### src/rtl/id_scoreboard.sv
// Decode-stage register scoreboard: per-register pending-write counters, RAW/capacity stall logic.
// Optional macro SCOREBOARD_WB_BYPASS_EN lets a same-cycle writeback resolve a last pending source.
module id_scoreboard #(
    parameter int unsigned REG_FILE_DEPTH  = 32,
    parameter int unsigned MAX_PENDING     = 3,
    parameter int unsigned STALL_CNT_WIDTH = 16,
    localparam int unsigned REG_FILE_ADDR  = $clog2(REG_FILE_DEPTH)
) (
    input  logic                       i_clk,
    input  logic                       i_reset_n,
    input  logic                       i_id_valid,
    input  logic [REG_FILE_ADDR-1:0]   i_id_rs1,
    input  logic [REG_FILE_ADDR-1:0]   i_id_rs2,
    input  logic                       i_id_rs1_used,
    input  logic                       i_id_rs2_used,
    input  logic [REG_FILE_ADDR-1:0]   i_id_rd,
    input  logic                       i_id_rd_we,
    input  logic                       i_flush,
    input  logic                       i_wb_en,
    input  logic [REG_FILE_ADDR-1:0]   i_wb_addr,
    input  logic                       i_clr_stats,
    output logic                       o_stall,
    output logic                       o_issue,
    output logic                       o_busy_any,
    output logic [STALL_CNT_WIDTH-1:0] o_stall_cycles,
    output logic                       o_err
);

    localparam int unsigned CNT_W = $clog2(MAX_PENDING + 1);
    localparam logic [CNT_W-1:0] CNT_MAX = CNT_W'(MAX_PENDING);
    localparam logic [CNT_W-1:0] CNT_ONE = CNT_W'(1);

    logic [CNT_W-1:0] cnt_q [REG_FILE_DEPTH];
    logic [CNT_W-1:0] cnt_d [REG_FILE_DEPTH];

    logic [CNT_W-1:0] rs1_cnt, rs2_cnt, rd_cnt, wb_cnt;
    logic             rs1_resolved, rs2_resolved;
    logic             rs1_haz, rs2_haz, cap_haz;
    logic             rd_tracked, issue_track;
    logic             wb_live, wb_retire, wb_err;
    logic [REG_FILE_DEPTH-1:0] inc_vec, dec_vec;

    assign rs1_cnt = cnt_q[i_id_rs1];
    assign rs2_cnt = cnt_q[i_id_rs2];
    assign rd_cnt  = cnt_q[i_id_rd];
    assign wb_cnt  = cnt_q[i_wb_addr];

`ifdef SCOREBOARD_WB_BYPASS_EN
    // Register file writes through, so the final outstanding write is readable this cycle.
    assign rs1_resolved = i_wb_en && (i_wb_addr == i_id_rs1) && (rs1_cnt == CNT_ONE);
    assign rs2_resolved = i_wb_en && (i_wb_addr == i_id_rs2) && (rs2_cnt == CNT_ONE);
`else
    assign rs1_resolved = 1'b0;
    assign rs2_resolved = 1'b0;
`endif

    assign rs1_haz    = i_id_rs1_used && (rs1_cnt != '0) && !rs1_resolved;
    assign rs2_haz    = i_id_rs2_used && (rs2_cnt != '0) && !rs2_resolved;
    assign rd_tracked = i_id_rd_we && (i_id_rd != '0);
    assign cap_haz    = rd_tracked && (rd_cnt == CNT_MAX) && !(i_wb_en && (i_wb_addr == i_id_rd));

    assign o_stall = i_reset_n && i_id_valid && !i_flush && (rs1_haz || rs2_haz || cap_haz);
    assign o_issue = i_reset_n && i_id_valid && !i_flush && !o_stall;

    assign issue_track = o_issue && rd_tracked;
    assign wb_live     = i_wb_en && (i_wb_addr != '0);
    assign wb_retire   = wb_live && (wb_cnt != '0);
    assign wb_err      = wb_live && (wb_cnt == '0);

    always_comb begin
        inc_vec = '0;
        dec_vec = '0;
        for (int r = 1; r < REG_FILE_DEPTH; r++) begin
            inc_vec[r] = issue_track && (i_id_rd == REG_FILE_ADDR'(r));
            dec_vec[r] = wb_retire && (i_wb_addr == REG_FILE_ADDR'(r));
        end
    end

    // Simultaneous issue and retire to one register cancel out.
    always_comb begin
        for (int r = 0; r < REG_FILE_DEPTH; r++) begin
            cnt_d[r] = cnt_q[r];
            if (r == 0) begin
                cnt_d[r] = '0;
            end else if (inc_vec[r] && !dec_vec[r]) begin
                cnt_d[r] = cnt_q[r] + CNT_ONE;
            end else if (dec_vec[r] && !inc_vec[r]) begin
                cnt_d[r] = cnt_q[r] - CNT_ONE;
            end
        end
    end

    always_comb begin
        o_busy_any = 1'b0;
        for (int r = 0; r < REG_FILE_DEPTH; r++) begin
            o_busy_any = o_busy_any || (cnt_q[r] != '0);
        end
    end

    always_ff @(posedge i_clk) begin
        if (!i_reset_n) begin
            for (int r = 0; r < REG_FILE_DEPTH; r++) begin
                cnt_q[r] <= '0;
            end
            o_stall_cycles <= '0;
            o_err          <= 1'b0;
        end else begin
            for (int r = 0; r < REG_FILE_DEPTH; r++) begin
                cnt_q[r] <= cnt_d[r];
            end
            if (i_clr_stats) begin
                o_stall_cycles <= '0;
                o_err          <= 1'b0;
            end else begin
                if (o_stall && (o_stall_cycles != '1)) begin
                    o_stall_cycles <= o_stall_cycles + 1'b1;
                end
                if (wb_err) begin
                    o_err <= 1'b1;
                end
            end
        end
    end

endmodule

### config.mk
export PLATFORM = sky130hd
export DESIGN_NAME = id_scoreboard
export DESIGN_NICKNAME = d
export VERILOG_FILES = /design/src/rtl/id_scoreboard.sv
export SDC_FILE = /design/constraint.sdc
export NUM_CORES = 1
export LEC_CHECK = 0
export BUFFER_PORTS_ARGS = -buffer_cell sky130_fd_sc_hd__clkbuf_2
export CAP_MARGIN = 20
export CORE_ASPECT_RATIO = 1.2
export CORE_MARGIN = 10
export CORE_UTILIZATION = 35
export CTS_CLUSTER_SIZE = 30
export DETAILED_ROUTE_END_ITERATION = 6
export GPL_ROUTABILITY_DRIVEN = 0
export HOLD_SLACK_MARGIN = 0.1
export PLACE_DENSITY = 0.51
export SLEW_MARGIN = 30
export SYNTH_ARGS = -nofsm -noshare
export SYNTH_HDL_FRONTEND = slang
export SYNTH_SLANG_ARGS = --single-unit
### constraint.sdc
create_clock -name i_clk -period 4.2 [get_ports i_clk]
set_input_delay 0.42 -clock i_clk [delete_from_list [all_inputs] [get_ports i_clk]]
set_output_delay 0.42 -clock i_clk [all_outputs]
set_load 0.05 [all_outputs]
==> results of run 1 <==
flip-flops by register name, summed over array words and instances, names as in the netlist:
name,count
cnt_q,62
o_err,1
o_stall_cycles,16
cells by family after synthesis:
| family | after synthesis | share of synthesized area, % |
|---|---|---|
| fa+ha+maj | 32 | 6.629 |
| simple gates | 313 | 27.49 |
| mux | 32 | 11.29 |
| xor+xnor | 67 | 9.716 |
| compound gates | 133 | 14.87 |
| buf+inv | 45 | 3.812 |
| flops | 79 | 26.19 |
area by class of cell:
cell class | count | area [um^2] | area share (%)
multi-input combinational | 577 | 4230 | 62.88
sequential | 79 | 1582 | 23.51
timing repair buffer | 56 | 300.3 | 4.463
tap | 216 | 270.3 | 4.017
clock buffer | 9 | 225.2 | 3.348
clock inverter | 6 | 86.33 | 1.283
inverter | 9 | 33.78 | 0.5021
per-layer routing:
layer	up-vias	routed length [um]	global-route usage [%]
li1	2619	-	-
met2	190	8727	26.53
met4	0	369	4.981
met1	2637	8108	20.04
met5	-	0	0
met3	34	1173	3.466
through the flow:
step / utilization (%) / hold slack (ps) / cells
2_1_floorplan: - / 472.7 / 701
3_3_place_gp: 37.91 / 459.2 / 937
3_5_place_dp: 37.91 / 462.4 / 937
4_1_cts: 39.76 / 382.8 / 952
5_1_grt: 39.77 / 444.3 / 952
6_report: 39.77 / 390.1 / 952
power groups by stage:
stage	sequential [mW]	clock [mW]	combinational [mW]
detailed placement	0.771	0	0.194
CTS	0.754	0.857	0.195
finish	0.755	0.840	0.196
global placement	0.771	0	0.193
floorplan	0.772	0	0.136
global route	0.755	0.881	0.210
worst max path at each step:
| stage | from | end | slack (ps) |
|---|---|---|---|
| after floorplan | i_id_rd[0] | o_issue | 890 |
| after global placement | i_id_rd[0] | cnt_q[21][1] | 380 |
| after detailed placement | i_id_rd[0] | cnt_q[27][1] | 270 |
| after CTS | i_id_rd[0] | cnt_q[27][1] | 650 |
| after global routing | i_id_rd[0] | cnt_q[12][1] | 440 |
| final | i_id_rd[0] | cnt_q[27][1] | 690 |
cells in the mapped netlist, types with 2 or more instances:
cell type | count | area (um^2)
nand3b_1 | 4 | 30.03
nor3_1 | 17 | 85.08
and2_1 | 33 | 206.5
mux2i_1 | 4 | 40.04
or3_1 | 35 | 219.0
o211ai_1 | 3 | 22.52
nand3_1 | 29 | 145.1
nor2b_1 | 13 | 81.33
nor2_1 | 81 | 304.0
a211oi_1 | 4 | 30.03
o41ai_1 | 5 | 43.79
ha_1 | 32 | 400.4
nand4_1 | 16 | 100.1
xnor2_1 | 32 | 280.3
o311ai_0 | 3 | 26.28
a21boi_0 | 31 | 232.7
and3_1 | 4 | 25.02
xor2_1 | 35 | 306.5
a21oi_1 | 18 | 90.09
a31oi_1 | 2 | 12.51
or2_2 | 3 | 18.77
nand4b_1 | 2 | 17.52
nand2b_1 | 6 | 37.54
buf_6 | 3 | 33.78
mux4_2 | 25 | 563.0
buf_4 | 4 | 30.03
inv_1 | 8 | 30.03
a2111oi_0 | 4 | 35.03
dfxtp_1 | 79 | 1582
a31o_2 | 7 | 61.31
clkbuf_1 | 17 | 63.81
nand2_1 | 53 | 198.9
nand3_4 | 3 | 52.55
nor4_1 | 6 | 37.54
buf_2 | 11 | 55.05
o21ai_0 | 43 | 215.2
mux4_1 | 3 | 78.83
tightest hold or removal path, stage by stage:
cell and delay, ps:
clkbuf_2 140, a21oi_1 80, nor2_1 70
==> key figures, run 1 <==
Cells and area
  – NumNets Final: 793
  – # diodes: 0
  – Design Area, Final: 6728 um^2
  – Commonest non-fill, non-tap cell in the layout: nor2_1
  – Area Growth Syn to Fin: 11.39%
  – Fill cells: 1726
  – Commonest cells after routing, fill and taps aside: nor2_1, dfxtp_1, nand2_1
  – Fraction of layout cells with a size suffix above 1: 15.63%

Hold path
  – Hold path depth: 3
  – Hold Path Class: input port to register
  – Min-delay src: i_wb_en
  – Hold endpoint: o_err

STA
  – Fin Setup TNS: 0 ps
  – Slew headroom: 42.69%
  – Final Skew: 9.366 ps
  – Fmax: 284.6 MHz
  – Unrepaired setup endpoints after global routing: no
  – Worst-Margin Slew: 856.4 ps
  – Setup ws final: 685.8 ps
  – Final setup fails: 0
  – Part of the cycle the worst path needs: 83.67%
  – Final hold violation count: 0
  – Final slew viol count: 0
  – Min Clock Period, post-route: 3514 ps

Routing
  – Initial drt markers: 357
  – Routed WL per cell: 19.31 um
  – Via Count: 5480
  – Drt total wl: 18380 um
  – DRT Pass-1 Iters: 5
  – Vias/cell: 5.756
  – # DRC: 0
  – Routed Antenna Nets: 0

Synth
  – Register area share after synthesis: 26.19%
  – Syn Std Cell Area: 6040 um^2
  – Post-synth net total: 762
  – Main synth FF type: dfxtp_1
  – Fraction of registers with async set/reset: 0%
  – Cells after Synth: 701
  – Post-synth EDFFs: 0
  – Distinct cell type count after synthesis: 60
  – FF+latch count, synth: 79
  – Average size of a mapped cell: 8.616 um^2
  – YS warnings: 0

Pwr
  – Sequential group share of total power: 42.1%
  – Cell leakage power: 2.498 nW
  – Clk pwr share: 46.9%
  – Gate power share: 10.9%
  – Pwr Density: 266.2 nW/um^2
  – Sw frac: 25.73%
  – P_int: 1.330 mW
  – Peak supply drop: 0.0001887 V
  – Total power: 1.791 mW
  – Psw: 0.4609 mW

Global routing
  – GR Overflow Total: 0
  – Vias in the first global route: 5421
  – GRT Util Overall: 15.91%
  – First-pass GRT wire length: 29440 um
  – Initial antenna violation count: 0
  – Largest net degree at the start of global routing: 65

Die
  – Die area: 22930 um^2
  – Core region area: 16920 um^2
  – Rows: 52
  – Initial Util: 35.70%
  – Ports: 49
  – Die width: 139.9 um
  – DIE HEIGHT: 163.9 um

Placed design
  – Port Buffers: 48
  – Area post-placement: 6414 um^2
  – Setup slack at placement: 271.9 ps
  – Hpwl dp: 14110 um

Worst setup path
  – Flop2flop setup slack: 700 ps
  – Worst r2r dst: cnt_q[19][1]
  – Critical path, cell by cell: clkbuf_2 > mux4_1 > mux4_2 > and4_4 > a31oi_4 > and3_1 > nand3_4 > nor2_1 > ha_1 > or3_1 > a21boi_0
  – Critical-path maximum fanout: 8
  – Crit path largest cell delay: 580 ps
  – Critical path buffers and inverters: 1
  – Reg2reg start: cnt_q[27][0]
  – Worst EP arrival: 3790 ps
  – Critical Path Stages: 11
  – CP Capture Type: register
  – Required @ worst endpoint: 4480 ps
  – Worst-case reg-to-reg path depth: 9
  – CP Class: input port to register
  – Setup crit start kind: input port
  – Slowest stage cell, crit path: mux4_1
  – Top delay family on crit path: simple AND/OR/NAND/NOR gates

Status
  – Run status: finished, final reports clean

Clocking
  – Post-CTS setup buffers: 0
  – Worst-path clk slew: 60 ps
  – Clock tree from TritonCTS: yes
  – CTS H-Tree Depth: 3
  – Hold Buf Count CTS: 0
  – Clock Path Buffers: 2
  – Post_cts resized: 0
  – TritonCTS Buffers: 9
  – Skew-Pair Late Insertion Delay: 360 ps
  – CTS Sinks: 79
  – Root buf cell: clkbuf_16

Run
  – Max-Cap Viols: 0
(Power assumes the default switching activity.)
==> inputs of run 2 (changes only) <==
==> constraint.sdc (replaced) <==
create_clock -name i_clk -period 3.6 [get_ports i_clk]
set_input_delay 0.36 -clock i_clk [delete_from_list [all_inputs] [get_ports i_clk]]
set_output_delay 0.36 -clock i_clk [all_outputs]
set_load 0.05 [all_outputs]
==> run 2 against run 1 <==
Effect of this change: non-clock buffer count up 14; setup slack got worse by 430 ps; highest routed layer unchanged; cell count rose by 1.6%; die area stayed put; largest cell class unchanged; critical path depth unchanged; global-route usage is 0.47 points higher; flip-flop and latch count unchanged; wire length increased by 2.8%; register-to-register slack worse by 450 ps; sequential power grew 17%; power rose by 24%; critical endpoint is now cnt_q[31][1]; cell area increased by 2.7%.
==> key figures, run 2 (same netlist as run 1, synthesis figures left out) <==
Pwr
  – Gate power share: 11.4%
  – Sw frac: 24.71%
  – Cell leakage power: 2.599 nW
  – Sequential group share of total power: 39.8%
  – P_int: 1.666 mW
  – Clk pwr share: 48.8%
  – Psw: 0.5468 mW
  – Pwr Density: 320.3 nW/um^2
  – Peak supply drop: 0.0002348 V

STA
  – Unrepaired setup endpoints after global routing: no
  – Fin Setup TNS: 0 ps
  – Worst-Margin Slew: 845.7 ps
  – Final Skew: 9.164 ps
  – Final hold violation count: 0
  – Fmax: 298.7 MHz
  – Part of the cycle the worst path needs: 93.01%
  – Final slew viol count: 0
  – Min Clock Period, post-route: 3348 ps
  – Setup ws final: 251.7 ps
  – Final setup fails: 0
  – Slew headroom: 43.41%
  – Hold Slack: 334.7 ps

Worst setup path
  – Crit path largest cell delay: 500 ps
  – Critical-path maximum fanout: 8
  – Critical path buffers and inverters: 1
  – Setup crit start kind: register
  – Worst EP arrival: 3610 ps
  – Flop2flop setup slack: 250 ps
  – Top delay family on crit path: simple AND/OR/NAND/NOR gates
  – Critical path, cell by cell: mux4_1 > mux4_2 > and4_4 > a31oi_4 > and3_1 > buf_12 > nand4_4 > nor2_1 > ha_1 > or3_1 > a21boi_0
  – Slowest stage cell, crit path: mux4_1
  – CP Capture Type: register
  – Required @ worst endpoint: 3870 ps
  – CP Class: register to register

Die
  – Die width: 139.9 um
  – Die area: 22930 um^2
  – Ports: 49
  – Initial Util: 35.70%
  – Rows: 52
  – DIE HEIGHT: 163.9 um
  – Core region area: 16920 um^2

Clocking
  – Clock Path Buffers: 2
  – TritonCTS Buffers: 9
  – Skew-Pair Late Insertion Delay: 360 ps
  – Hold Buf Count CTS: 0
  – Worst-path clk slew: 60 ps
  – CTS H-Tree Depth: 3
  – Post-CTS setup buffers: 0
  – Root buf cell: clkbuf_16
  – Clock tree from TritonCTS: yes
  – CTS Sinks: 79
  – Post_cts resized: 0

Placed design
  – Placed Cells: 951
  – Port Buffers: 48
  – Hpwl dp: 14640 um
  – Setup slack at placement: -87.61 ps

Cells and area
  – Largest registers: cnt_q (62), o_stall_cycles (16), o_err (1)
  – NumNets Final: 807
  – Final cell count without fillers: 967
  – # diodes: 0
  – Commonest non-fill, non-tap cell in the layout: nor2_1
  – Largest register FFs: 62
  – Commonest cells after routing, fill and taps aside: nor2_1, dfxtp_1, nand2_1
  – Area Growth Syn to Fin: 14.38%
  – Biggest register: cnt_q
  – Fraction of layout cells with a size suffix above 1: 17.18%

Global routing
  – Largest net degree at the start of global routing: 65
  – Initial antenna violation count: 0
  – Vias in the first global route: 5516
  – First-pass GRT wire length: 30220 um
  – GRT Util Overall: 16.38%
  – GR Overflow Total: 0

Routing
  – Initial drt markers: 417
  – # DRC: 0
  – DRT Pass-1 Iters: 5
  – Via Count: 5619
  – Vias/cell: 5.811
  – Routed WL per cell: 19.54 um
  – Routed Antenna Nets: 0
  – Drt total wl: 18900 um

Hold path
  – Hold Path Class: input port to register

Run
  – Max-Cap Viols: 0

Status
  – Run status: finished, final reports clean
## run 2: cell types whose count changed in the layout (fill, tap and decap cells not counted)
| cell | delta |
|---|---|
| buf_12 | +3 |
| buf_4 | +12 |
| bufinv_16 | +1 |
| clkbuf_1 | +1 |
| clkbuf_2 | -1 |
| clkbuf_8 | +1 |
| clkinv_2 | -1 |
| clkinv_4 | -1 |
| clkinvlp_4 | -1 |
| inv_6 | +1 |
## run 2: metrics by stage
step | power, mW | area (um^2) | util [%]
floorplan | 1.060 | 6040 | -
global placement | 1.148 | 6559 | 38.77
detailed placement | 1.150 | 6559 | 38.77
global route | 2.289 | 6908 | 40.84
CTS | 2.241 | 6905 | 40.82
finish | 2.213 | 6908 | 40.84
## run 2: tightest hold or removal path: stages
cell and delay [ps]:
clkbuf_2 140, a21oi_1 80, nor2_1 70
## run 2: cell type report
class	instances	area (um^2)
multi-input cells	577	4230
fillers	1751	10010
clock inverters	5	103.9
repair buffers	70	445.4
flip-flops and latches	79	1582
clock buffers	11	242.7
well taps	216	270.3
inverters	9	33.78
## run 2: power groups by stage
stage / sequential, mW / clock, mW / combinational, mW
floorplan: 0.901 / 0 / 0.159
global placement: 0.900 / 0 / 0.249
detailed placement: 0.900 / 0 / 0.250
CTS: 0.880 / 1.11 / 0.251
global route: 0.880 / 1.14 / 0.269
finish: 0.880 / 1.08 / 0.252
## run 2: path summary, 6_finish.rpt
path	from	to	cells past startpoint
hold reg to reg	o_err	o_err	2
setup reg to reg	cnt_q[29][1]	cnt_q[31][1]	11
hold / removal	i_wb_en	o_err	3
setup / recovery	cnt_q[29][1]	cnt_q[31][1]	11
## run 2: routing by layer
layer	vias up	wire length (um)	track usage (%)
li1	2652	-	-
met1	2710	8167	19.90
met2	200	8830	26.98
met3	57	1204	3.582
met4	0	698	7.801
met5	-	0	0
